===== config.mk =====
export PLATFORM = sky130hd
export DESIGN_NAME = pool_engine
export DESIGN_NICKNAME = d
export VERILOG_FILES = /design/src/rtl/pool_engine.sv
export SDC_FILE = /design/constraint.sdc
export NUM_CORES = 2
export LEC_CHECK = 0
export BUFFER_PORTS_ARGS = -buffer_cell sky130_fd_sc_hd__buf_2
export CAP_MARGIN = 20
export CORE_MARGIN = 4
export CORE_UTILIZATION = 47
export DETAILED_ROUTE_END_ITERATION = 8
export MAX_ROUTING_LAYER = met4
export SLEW_MARGIN = 20
export SYNTH_ARGS = -nofsm -noshare
export SYNTH_HDL_FRONTEND = slang
export SYNTH_SLANG_ARGS = --single-unit

===== constraint.sdc =====
create_clock -name clk -period 38.2 [get_ports clk]
set_input_delay 5.73 -clock clk [delete_from_list [all_inputs] [get_ports clk]]
set_output_delay 5.73 -clock clk [all_outputs]
set_load 0.05 [all_outputs]

===== src/rtl/pool_engine.sv =====
// Pooling sequencer: derives output geometry from the POOL fields, walks every window
// through a single-outstanding read port and streams max (or, with POOL_AVG_EN, average) results.
module pool_engine #(
  parameter int DATA_W = 16,
  parameter int ADDR_W = 16,
  parameter int ACC_W  = 24
) (
  input  logic              clk,
  input  logic              rst_n,
  input  logic              start,
  output logic              busy,
  output logic              done,
  output logic              cfg_err,
  input  logic [15:0]       data_wid,
  input  logic [15:0]       data_hei,
  input  logic [15:0]       data_ch,
  input  logic [15:0]       pool_type,
  input  logic [15:0]       pool_horiz,
  input  logic [15:0]       pool_vert,
  input  logic [15:0]       pool_hstride,
  input  logic [15:0]       pool_vstride,
  output logic [15:0]       output_wid,
  output logic [15:0]       output_hei,
  output logic [15:0]       output_ch,
  output logic [15:0]       out_data_wid,
  output logic [15:0]       out_data_hei,
  output logic              rd_req,
  output logic [ADDR_W-1:0] rd_addr,
  input  logic              rd_gnt,
  input  logic              rd_valid,
  input  logic [DATA_W-1:0] rd_data,
  output logic              out_valid,
  input  logic              out_ready,
  output logic [DATA_W-1:0] out_data,
  output logic [ADDR_W-1:0] out_addr
);

  typedef enum logic [2:0] {
    S_IDLE, S_CHECK, S_CALC_W, S_CALC_H, S_FETCH, S_EMIT, S_DONE
  } state_t;

  state_t state;

  logic [15:0] cfg_wid, cfg_hei, cfg_ch, cfg_ph, cfg_pv, cfg_hs, cfg_vs;
  logic [15:0] rem, cnt;
  logic [15:0] c, oy, ox, ky, kx;
  logic        waiting;
  logic [DATA_W-1:0] red;

  logic cfg_bad;
  logic win_last, kx_last, ox_last, oy_last, c_last, first;
  logic [ADDR_W-1:0] in_x, in_y, in_addr, o_addr;
  logic [DATA_W-1:0] red_max, result;
  logic cfg_unused;

  assign cfg_unused = ^{pool_type[15:1], ACC_W[0]};

  assign first    = (kx == 16'd0) && (ky == 16'd0);
  assign kx_last  = (kx == cfg_ph - 16'd1);
  assign win_last = kx_last && (ky == cfg_pv - 16'd1);
  assign ox_last  = (ox == output_wid - 16'd1);
  assign oy_last  = (oy == output_hei - 16'd1);
  assign c_last   = (c == output_ch - 16'd1);

  // Addresses are formed modulo 2^ADDR_W, so truncating every operand first is exact.
  assign in_x    = ADDR_W'(ox) * ADDR_W'(cfg_hs) + ADDR_W'(kx);
  assign in_y    = ADDR_W'(oy) * ADDR_W'(cfg_vs) + ADDR_W'(ky);
  assign in_addr = (ADDR_W'(c) * ADDR_W'(cfg_hei) + in_y) * ADDR_W'(cfg_wid) + in_x;
  assign o_addr  = (ADDR_W'(c) * ADDR_W'(output_hei) + ADDR_W'(oy)) * ADDR_W'(output_wid)
                   + ADDR_W'(ox);

  assign red_max = (first || ($signed(rd_data) > $signed(red))) ? rd_data : red;

`ifdef POOL_AVG_EN
  logic                     cfg_avg;
  logic [4:0]               shamt;
  logic signed [ACC_W-1:0]  acc, acc_nxt;
  logic [31:0]              area;

  function automatic logic [4:0] log2_pow2(input logic [31:0] v);
    log2_pow2 = 5'd0;
    for (int i = 0; i < 32; i++)
      if (v[i]) log2_pow2 = 5'(i);
  endfunction

  assign area    = 32'(pool_horiz) * 32'(pool_vert);
  assign acc_nxt = first ? ACC_W'($signed(rd_data)) : acc + ACC_W'($signed(rd_data));
  assign result  = cfg_avg ? DATA_W'(acc_nxt >>> shamt) : red_max;
`else
  assign result  = red_max;
`endif

  always_comb begin
    cfg_bad = (pool_horiz == 16'd0) || (pool_vert == 16'd0) ||
              (pool_hstride == 16'd0) || (pool_vstride == 16'd0) ||
              (data_ch == 16'd0) || (pool_horiz > data_wid) || (pool_vert > data_hei);
`ifdef POOL_AVG_EN
    if (pool_type[0] && ((area & (area - 32'd1)) != 32'd0)) cfg_bad = 1'b1;
`else
    if (pool_type[0]) cfg_bad = 1'b1;
`endif
  end

  always_ff @(posedge clk or negedge rst_n) begin
    if (!rst_n) begin
      state        <= S_IDLE;
      busy         <= 1'b0;
      done         <= 1'b0;
      cfg_err      <= 1'b0;
      output_wid   <= '0;
      output_hei   <= '0;
      output_ch    <= '0;
      out_data_wid <= '0;
      out_data_hei <= '0;
      rd_req       <= 1'b0;
      rd_addr      <= '0;
      out_valid    <= 1'b0;
      out_data     <= '0;
      out_addr     <= '0;
      cfg_wid      <= '0;
      cfg_hei      <= '0;
      cfg_ch       <= '0;
      cfg_ph       <= '0;
      cfg_pv       <= '0;
      cfg_hs       <= '0;
      cfg_vs       <= '0;
      rem          <= '0;
      cnt          <= '0;
      c            <= '0;
      oy           <= '0;
      ox           <= '0;
      ky           <= '0;
      kx           <= '0;
      waiting      <= 1'b0;
      red          <= '0;
`ifdef POOL_AVG_EN
      cfg_avg      <= 1'b0;
      shamt        <= '0;
      acc          <= '0;
`endif
    end else begin
      done <= 1'b0;
      case (state)
        S_IDLE: if (start) begin
          busy         <= 1'b1;
          cfg_err      <= 1'b0;
          output_wid   <= '0;
          output_hei   <= '0;
          output_ch    <= '0;
          out_data_wid <= '0;
          out_data_hei <= '0;
          state        <= S_CHECK;
        end
        S_CHECK: begin
          cfg_wid <= data_wid;
          cfg_hei <= data_hei;
          cfg_ch  <= data_ch;
          cfg_ph  <= pool_horiz;
          cfg_pv  <= pool_vert;
          cfg_hs  <= pool_hstride;
          cfg_vs  <= pool_vstride;
          rem     <= data_wid - pool_horiz;
          cnt     <= '0;
`ifdef POOL_AVG_EN
          cfg_avg <= pool_type[0];
          shamt   <= log2_pow2(area);
`endif
          if (cfg_bad) begin
            cfg_err <= 1'b1;
            busy    <= 1'b0;
            done    <= 1'b1;
            state   <= S_DONE;
          end else begin
            state   <= S_CALC_W;
          end
        end
        // Quotient by repeated subtraction; cnt ends as floor(span/stride).
        S_CALC_W: if (rem >= cfg_hs) begin
          rem <= rem - cfg_hs;
          cnt <= cnt + 16'd1;
        end else begin
          output_wid <= cnt + 16'd1;
          rem        <= cfg_hei - cfg_pv;
          cnt        <= '0;
          state      <= S_CALC_H;
        end
        S_CALC_H: if (rem >= cfg_vs) begin
          rem <= rem - cfg_vs;
          cnt <= cnt + 16'd1;
        end else begin
          output_hei   <= cnt + 16'd1;
          output_ch    <= cfg_ch;
          out_data_wid <= output_wid;
          out_data_hei <= (cnt + 16'd1) * cfg_ch;
          c            <= '0;
          oy           <= '0;
          ox           <= '0;
          ky           <= '0;
          kx           <= '0;
          waiting      <= 1'b0;
          state        <= S_FETCH;
        end
        S_FETCH: begin
          if (!rd_req && !waiting) begin
            rd_req  <= 1'b1;
            rd_addr <= in_addr;
          end else if (rd_req) begin
            if (rd_gnt) begin
              rd_req  <= 1'b0;
              waiting <= 1'b1;
            end
          end else if (rd_valid) begin
            waiting <= 1'b0;
            red     <= red_max;
`ifdef POOL_AVG_EN
            acc     <= acc_nxt;
`endif
            if (win_last) begin
              kx        <= '0;
              ky        <= '0;
              out_valid <= 1'b1;
              out_data  <= result;
              out_addr  <= o_addr;
              state     <= S_EMIT;
            end else if (kx_last) begin
              kx <= '0;
              ky <= ky + 16'd1;
            end else begin
              kx <= kx + 16'd1;
            end
          end
        end
        S_EMIT: if (out_ready) begin
          out_valid <= 1'b0;
          if (ox_last && oy_last && c_last) begin
            busy  <= 1'b0;
            done  <= 1'b1;
            state <= S_DONE;
          end else begin
            state <= S_FETCH;
            if (!ox_last) begin
              ox <= ox + 16'd1;
            end else begin
              ox <= '0;
              if (!oy_last) begin
                oy <= oy + 16'd1;
              end else begin
                oy <= '0;
                c  <= c + 16'd1;
              end
            end
          end
        end
        S_DONE:  state <= S_IDLE;
        default: state <= S_IDLE;
      endcase
    end
  end

endmodule


== Word level (Yosys, flattened, before mapping) ==
Cells that the tools add are included.

* Bits in writable memories: 0
* Input port bits: 150
* Bits in read-only memories: 0
* Memories kept: 0
* Output and inout bits: 133
* Latch bits: 0
* Bits in registers: 377
* Logic and storage cells: 222

* Bitwise logic cells: 2
* Reduce and logical (&&, ||, !) cells: 46
* Shift operators: 0
* Multiply operators: 7
* Add/sub/neg operators: 21
* Magnitude comparators: 5
* Muxes and demuxes: 84
* Divide/modulo/power cells: 0
* Equal/unequal tests: 27

{| class="wikitable"
|+ Operators with widths
! operator !! number
|-
| two-way mux 16 bit || 33
|-
| one-hot mux 16 bit (2 select lines) || 10
|-
| logical NOT 16 bit || 7
|-
| multiplier 16 x 16 -> 16 bit || 7
|-
| adder 16 x 1 -> 16 bit (second input constant) || 6
|-
| adder 16 bit || 6
|-
| one-hot mux 16 bit (3 select lines) || 2
|-
| equality test 16 bit || 5
|-
| subtractor 16 x 1 -> 16 bit (second input constant) || 5
|-
| subtractor 16 bit || 4
|-
| > comparator 16 bit || 3
|-
| greater-or-equal comparator 16 bit || 2
|-
| != test 2 bit (second input constant) || 14
|-
| two-way mux 3 bit || 9
|-
| AND reduction 5 bit || 5
|-
| two-way mux 1 bit || 23
|-
| one-hot mux 3 bit (6 select lines) || 1
|-
| AND reduction 6 bit || 3
|-
| nonzero test 2 bit || 6
|-
| != test 3 bit (second input constant) || 3
|-
| AND reduction 3 bit || 3
|-
| one-hot mux 1 bit (2 select lines) || 4
|-
| AND reduction 4 bit || 2
|-
| AND reduction 8 bit || 1
|-
| other kinds (12) || 28
|}

== Depth between registers and ports, before layout ==
* Word-level depth: 10
* Gate-level depth with buffers: 48

== Worst setup path after synthesis ==
OpenSTA, ideal clock, no wires.

* Path type: register to register
* From: register c[6]
* To: register rd_addr[15]
* Required time: 38075 ps
* Arrival: 12596 ps
* Setup slack: 25479 ps
* Path buffers: 3
* Setup time: 125 ps
* Period minus slack after synthesis: 12721 ps
* Cell stages (with the launch flop): 47
* Cells stage by stage: dfrtp_1 clkbuf_1 clkbuf_1 clkbuf_1 nand2_1 fa_1 fa_1 fa_1 inv_1 ha_1 inv_1 fa_1 fa_1 fa_1 fa_1 inv_1 ha_1 or2_2 [11 not listed] fa_1 fa_1 inv_1 fa_1 fa_1 inv_1 fa_1 xnor2_1 xnor2_1 xnor2_1 xnor2_1 xnor2_1 xnor2_1 xnor2_1 xnor3_1 xnor3_1 xor3_1 mux2_2

* Longest elaborated chain between the ends: 4

{| class="wikitable"
|+ Ends and longest elaborated chain
! item !! RTL line !! source
|-
| start, declared || 46 || <nowiki>logic [15:0] c, oy, ox, ky, kx;</nowiki>
|-
| start signal, assigned || 249 || <nowiki>c <= c + 16'd1;</nowiki>
|-
| multiplier 16 x 16 -> 16 bit || 68 || <nowiki>assign in_addr = (ADDR_W'(c) * ADDR_W'(cfg_hei) + in_y) * ADDR_W'(cfg_wid) + in_x;</nowiki>
|-
| adder 16 bit || 68 ||
|-
| multiplier 16 x 16 -> 16 bit || 68 ||
|-
| adder 16 bit || 68 ||
|-
| end signal, assigned || 206 || <nowiki>rd_addr <= in_addr;</nowiki>
|-
| end, declared || 28 || <nowiki>output logic [ADDR_W-1:0] rd_addr,</nowiki>
|}

Every way passes these cells.
A chain may end at the register's enable or synchronous reset.

== Final worst setup path ==
* From: register cfg_hei[0]
* To: register rd_addr[15]

* Longest elaborated chain between the ends: 4

{| class="wikitable"
|+ Ends and longest elaborated chain
! item !! RTL line !! source
|-
| start, declared || 44 || <nowiki>logic [15:0] cfg_wid, cfg_hei, cfg_ch, cfg_ph, cfg_pv, cfg_hs, cfg_vs;</nowiki>
|-
| start signal, assigned || 156 || <nowiki>cfg_hei <= data_hei;</nowiki>
|-
| multiplier 16 x 16 -> 16 bit || 68 ||
|-
| adder 16 bit || 68 ||
|-
| multiplier 16 x 16 -> 16 bit || 68 ||
|-
| adder 16 bit || 68 ||
|}

Every way passes these cells.

==> metrics.md <==
| Metric | Value |
|---|---|
| Dominant cell by count in the synthesized netlist | sky130_fd_sc_hd__inv_1 |
| Die span in x | 341 µm |
| Cell taking the most area after synthesis | sky130_fd_sc_hd__fa_1 |
| Crit path largest cell delay | 0.78 ns |
| Post-Route WL | roughly 160 mm |
| Worst reg2reg path startpoint | cfg_hei[0] |
| Site Rows | 122 |
| Number of flops mapped to enable cells by yosys | 0 |
| Number of I/O port buffers | 267 |
| Sequential element share of the synthesized area | 0.181 |
| Buffer count from post-CTS setup fixing | 0 |
| Residual overflow from global routing | 0 |
| Clock tree from TritonCTS | yes |
| Number of buffers inserted during clock tree synthesis | 50 |
| Routed vias/inst | 5.43 |
| Prevailing post-synth register cell | sky130_fd_sc_hd__dfrtp_1 |
| Number of H-tree levels | 2 |
| Clk Latency, worst-skew pair | 0.66 ns |
| Final setup TNS | 0 ns |
| Required time at the endpoint of the critical path | 38.74 ns |
| Final non-filler cell total | 7549 |
| Critical path launch point type | flop |
| Max-slew violation count | 0 |
| Vias in the first global route | 41600 |
| Highest net fanout along the worst path | 17 |
| Cell area after synthesis | 0.0522 mm² |
| Starting DRC count in detailed routing | 2816 |
| Effective utilization at floorplan | 0.473 |
| Count of TritonRoute iterations in the first routing pass | 6 |
| Number of buffers inserted by hold repair at cts | 0 |
| Final-report hold violation count | 0 |
| Detail Placement HPWL | around 130 mm |
| Pin count of the biggest net entering global routing | about 130 |
| Least setup slack across all paths after layout | 24.41 ns |
| Per-cell routed wire length | between 20 and 25 µm |
| Aggregate global-route resource usage | 0.284 |
| Library cell contributing the largest single delay on the critical path | sky130_fd_sc_hd__dfrtp_1 |
| Placed standard-cell area | around 0.055 mm² |
| Largest cells by area after synthesis | sky130_fd_sc_hd__fa_1 (26%), sky130_fd_sc_hd__dfrtp_1 (18%), sky130_fd_sc_hd__ha_1 (11%), sky130_fd_sc_hd__inv_1 (7.5%), sky130_fd_sc_hd__xnor2_1 (5.7%) |
| Wire length of the first global-routing pass | 248 mm |
| Leading post-synthesis cells by instance count | sky130_fd_sc_hd__inv_1 (1041), sky130_fd_sc_hd__nand2_1 (731), sky130_fd_sc_hd__fa_1 (668) |
| Floorplan core area | approximately 0.11 mm² |
| CP Capture Type | flop |
| Result of the run | complete, no violations |
| Number of placed instances with taps included | 7452 |
| Vias after detailed routing | between 40000 and 50000 |
| Number of antenna violations at the first check in global routing | 3 |
| Critical path startpoint | cfg_hei[0] |
| Endpoint of the worst setup timing path | rd_addr[15] |
| Number of distinct standard cells referenced by the synthesized netlist | 93 |
| Final critical-path required period | 13.79 ns |
| Num Clock Sinks | 377 |
| Die height | 341 µm |
| I/O Pins | 283 |
| Top-area cell type share of the netlist area | 0.256 |
| Share of flip-flops with an asynchronous set or reset after synthesis | 1.00 |
| Clock skew after layout | 0.0358 ns |
| Actual transition at the worst max-transition pin | 1.11 ns |
| Setup-failing EPs final | 0 |
| Seq cells post-synth | between 300 and 400 |
| Worst-case reg-to-reg path depth | 43 |
| Post-cts resize count | 0 |
| Post-route DRC | 0 |
| Fraction of final layout cells with drive strength greater than 1 | 0.0908 |
| Startpoint-to-endpoint class of the critical path | reg2reg |
| Remaining antenna violation count after routing | 0 |
| Avg Inst Size Synth | roughly 9 µm² |
| Setup slack at placement | ~24 ns |
| Data arrival at the endpoint of the critical path | 14.33 ns |
| Root buffer selected by CTS | sky130_fd_sc_hd__clkbuf_16 |
| Crit path top cell by count | sky130_fd_sc_hd__fa_1 |
| Deepest clock path buffer count | 3 |
| Relative slew margins | 0.260 |
| Area overhead of the layout relative to synthesis | 8.52% |
| Post-Synthesis Net Count | 7170 |
| Total of warnings raised by yosys | 0 |
| Setup slack of the most critical reg-to-reg path | about 24 ns |
| Setup repair after global routing missed its margin | false |
| Upper clock frequency limit | 72.5 MHz |
| Max-cap check violation count | 0 |
| Worst min-delay path class | reg2reg |
| Finished layout cell area | 0.0567 mm² |
| Final GP Congestion | 0.947 |
| Net count reported at finish | ~7300 |
| Post-synthesis cell count | approximately 6000 |
| DIE AREA | around 0.12 mm² |
| Share of the clock period used by the worst path | 0.361 |
| Clock input transition at the sequential cells of the worst setup and hold paths | around 0.06 ns |
| FF-to-FF End | rd_addr[15] |
worst max-delay path, delay by kind of cell (launching register included):
family | cells | cell delay [ns]
compound gates | 6 | 1.47
xor+xnor | 3 | 1.43
fa+ha+maj | 18 | 8.56
buf+inv | 10 | 0.56
flops | 1 | 0.78
mux | 1 | 0.29
simple gates | 5 | 0.57
how the worst min path moves through the flow:
| stage | from | depth (start not counted) | to | slack [ns] |
|---|---|---|---|---|
| global route | out_data[15] | 2 | out_data[15] | 0.49 |
| finish | out_data[14] | 2 | out_data[14] | 0.47 |
| global placement | rd_addr[3] | 2 | rd_addr[3] | 0.46 |
| detailed placement | rd_addr[3] | 2 | rd_addr[3] | 0.46 |
| CTS | out_data[0] | 2 | out_data[0] | 0.48 |
| floorplan | cnt[15] | 2 | cnt[15] | 0.47 |
routing by layer:
metal / global-route usage / part of all wire
met2: 0.450 / 0.47
met5: - / 0
met4: 0.0844 / 0.030
met3: 0.0444 / 0.065
met1: 0.377 / 0.44
stage by stage:
step / utilization / hold WS [ns]
floorplan: - / 0.469
global placement: 0.497 / 0.456
detailed placement: 0.497 / 0.457
CTS: 0.513 / 0.478
global route: 0.513 / 0.487
finish: 0.513 / 0.470
layout by cell type, fill, tap and decap left out, types with 25 or more instances in the layout:
cell and n:
sky130_fd_sc_hd__nand4_1 34, sky130_fd_sc_hd__nand3_1 69, sky130_fd_sc_hd__a21oi_1 143, sky130_fd_sc_hd__xor2_1 97
sky130_fd_sc_hd__buf_4 60, sky130_fd_sc_hd__clkbuf_16 51, sky130_fd_sc_hd__xnor2_1 339, sky130_fd_sc_hd__o31ai_1 30
sky130_fd_sc_hd__mux2_2 95, sky130_fd_sc_hd__nor3_1 77, sky130_fd_sc_hd__a21o_1 36, sky130_fd_sc_hd__nand2b_1 39
sky130_fd_sc_hd__nor4_1 64, sky130_fd_sc_hd__fa_1 668, sky130_fd_sc_hd__o21ai_0 255, sky130_fd_sc_hd__nand2_1 730
sky130_fd_sc_hd__and2_1 413, sky130_fd_sc_hd__inv_1 1041, sky130_fd_sc_hd__nor2_1 206, sky130_fd_sc_hd__mux2i_1 28
sky130_fd_sc_hd__buf_2 266, sky130_fd_sc_hd__a22o_1 49, sky130_fd_sc_hd__nor2b_1 56, sky130_fd_sc_hd__ha_1 445
sky130_fd_sc_hd__dfrtp_1 377, sky130_fd_sc_hd__and3_1 25
layout make-up:
class | count | area (µm²)
antenna | 3 | 7.51
clock buffer | 69 | 1420
clock inverter | 24 | 294
fill | 10700 | 53800
inverter | 1050 | 3940
multi-input combinational | 4209 | 37900
sequential | 377 | 9430
tap | 1488 | 1860
timing repair buffer | 329 | 1830
cells by family (layout without fill, tap and decap cells):
family,Yosys count,in the layout,synth area share
simple gates,1822,1822,0.173
flops,377,377,0.181
buf+inv,1321,1472,0.0953
fa+ha+maj,1113,1113,0.363
compound gates,704,704,0.0854
xor+xnor,447,447,0.0774
other cells,0,3,0
mux,123,123,0.0259
Power is left out: the tool's default activity adds up to more than one toggle a clock period on the data nets, which glitch-free logic cannot reach.
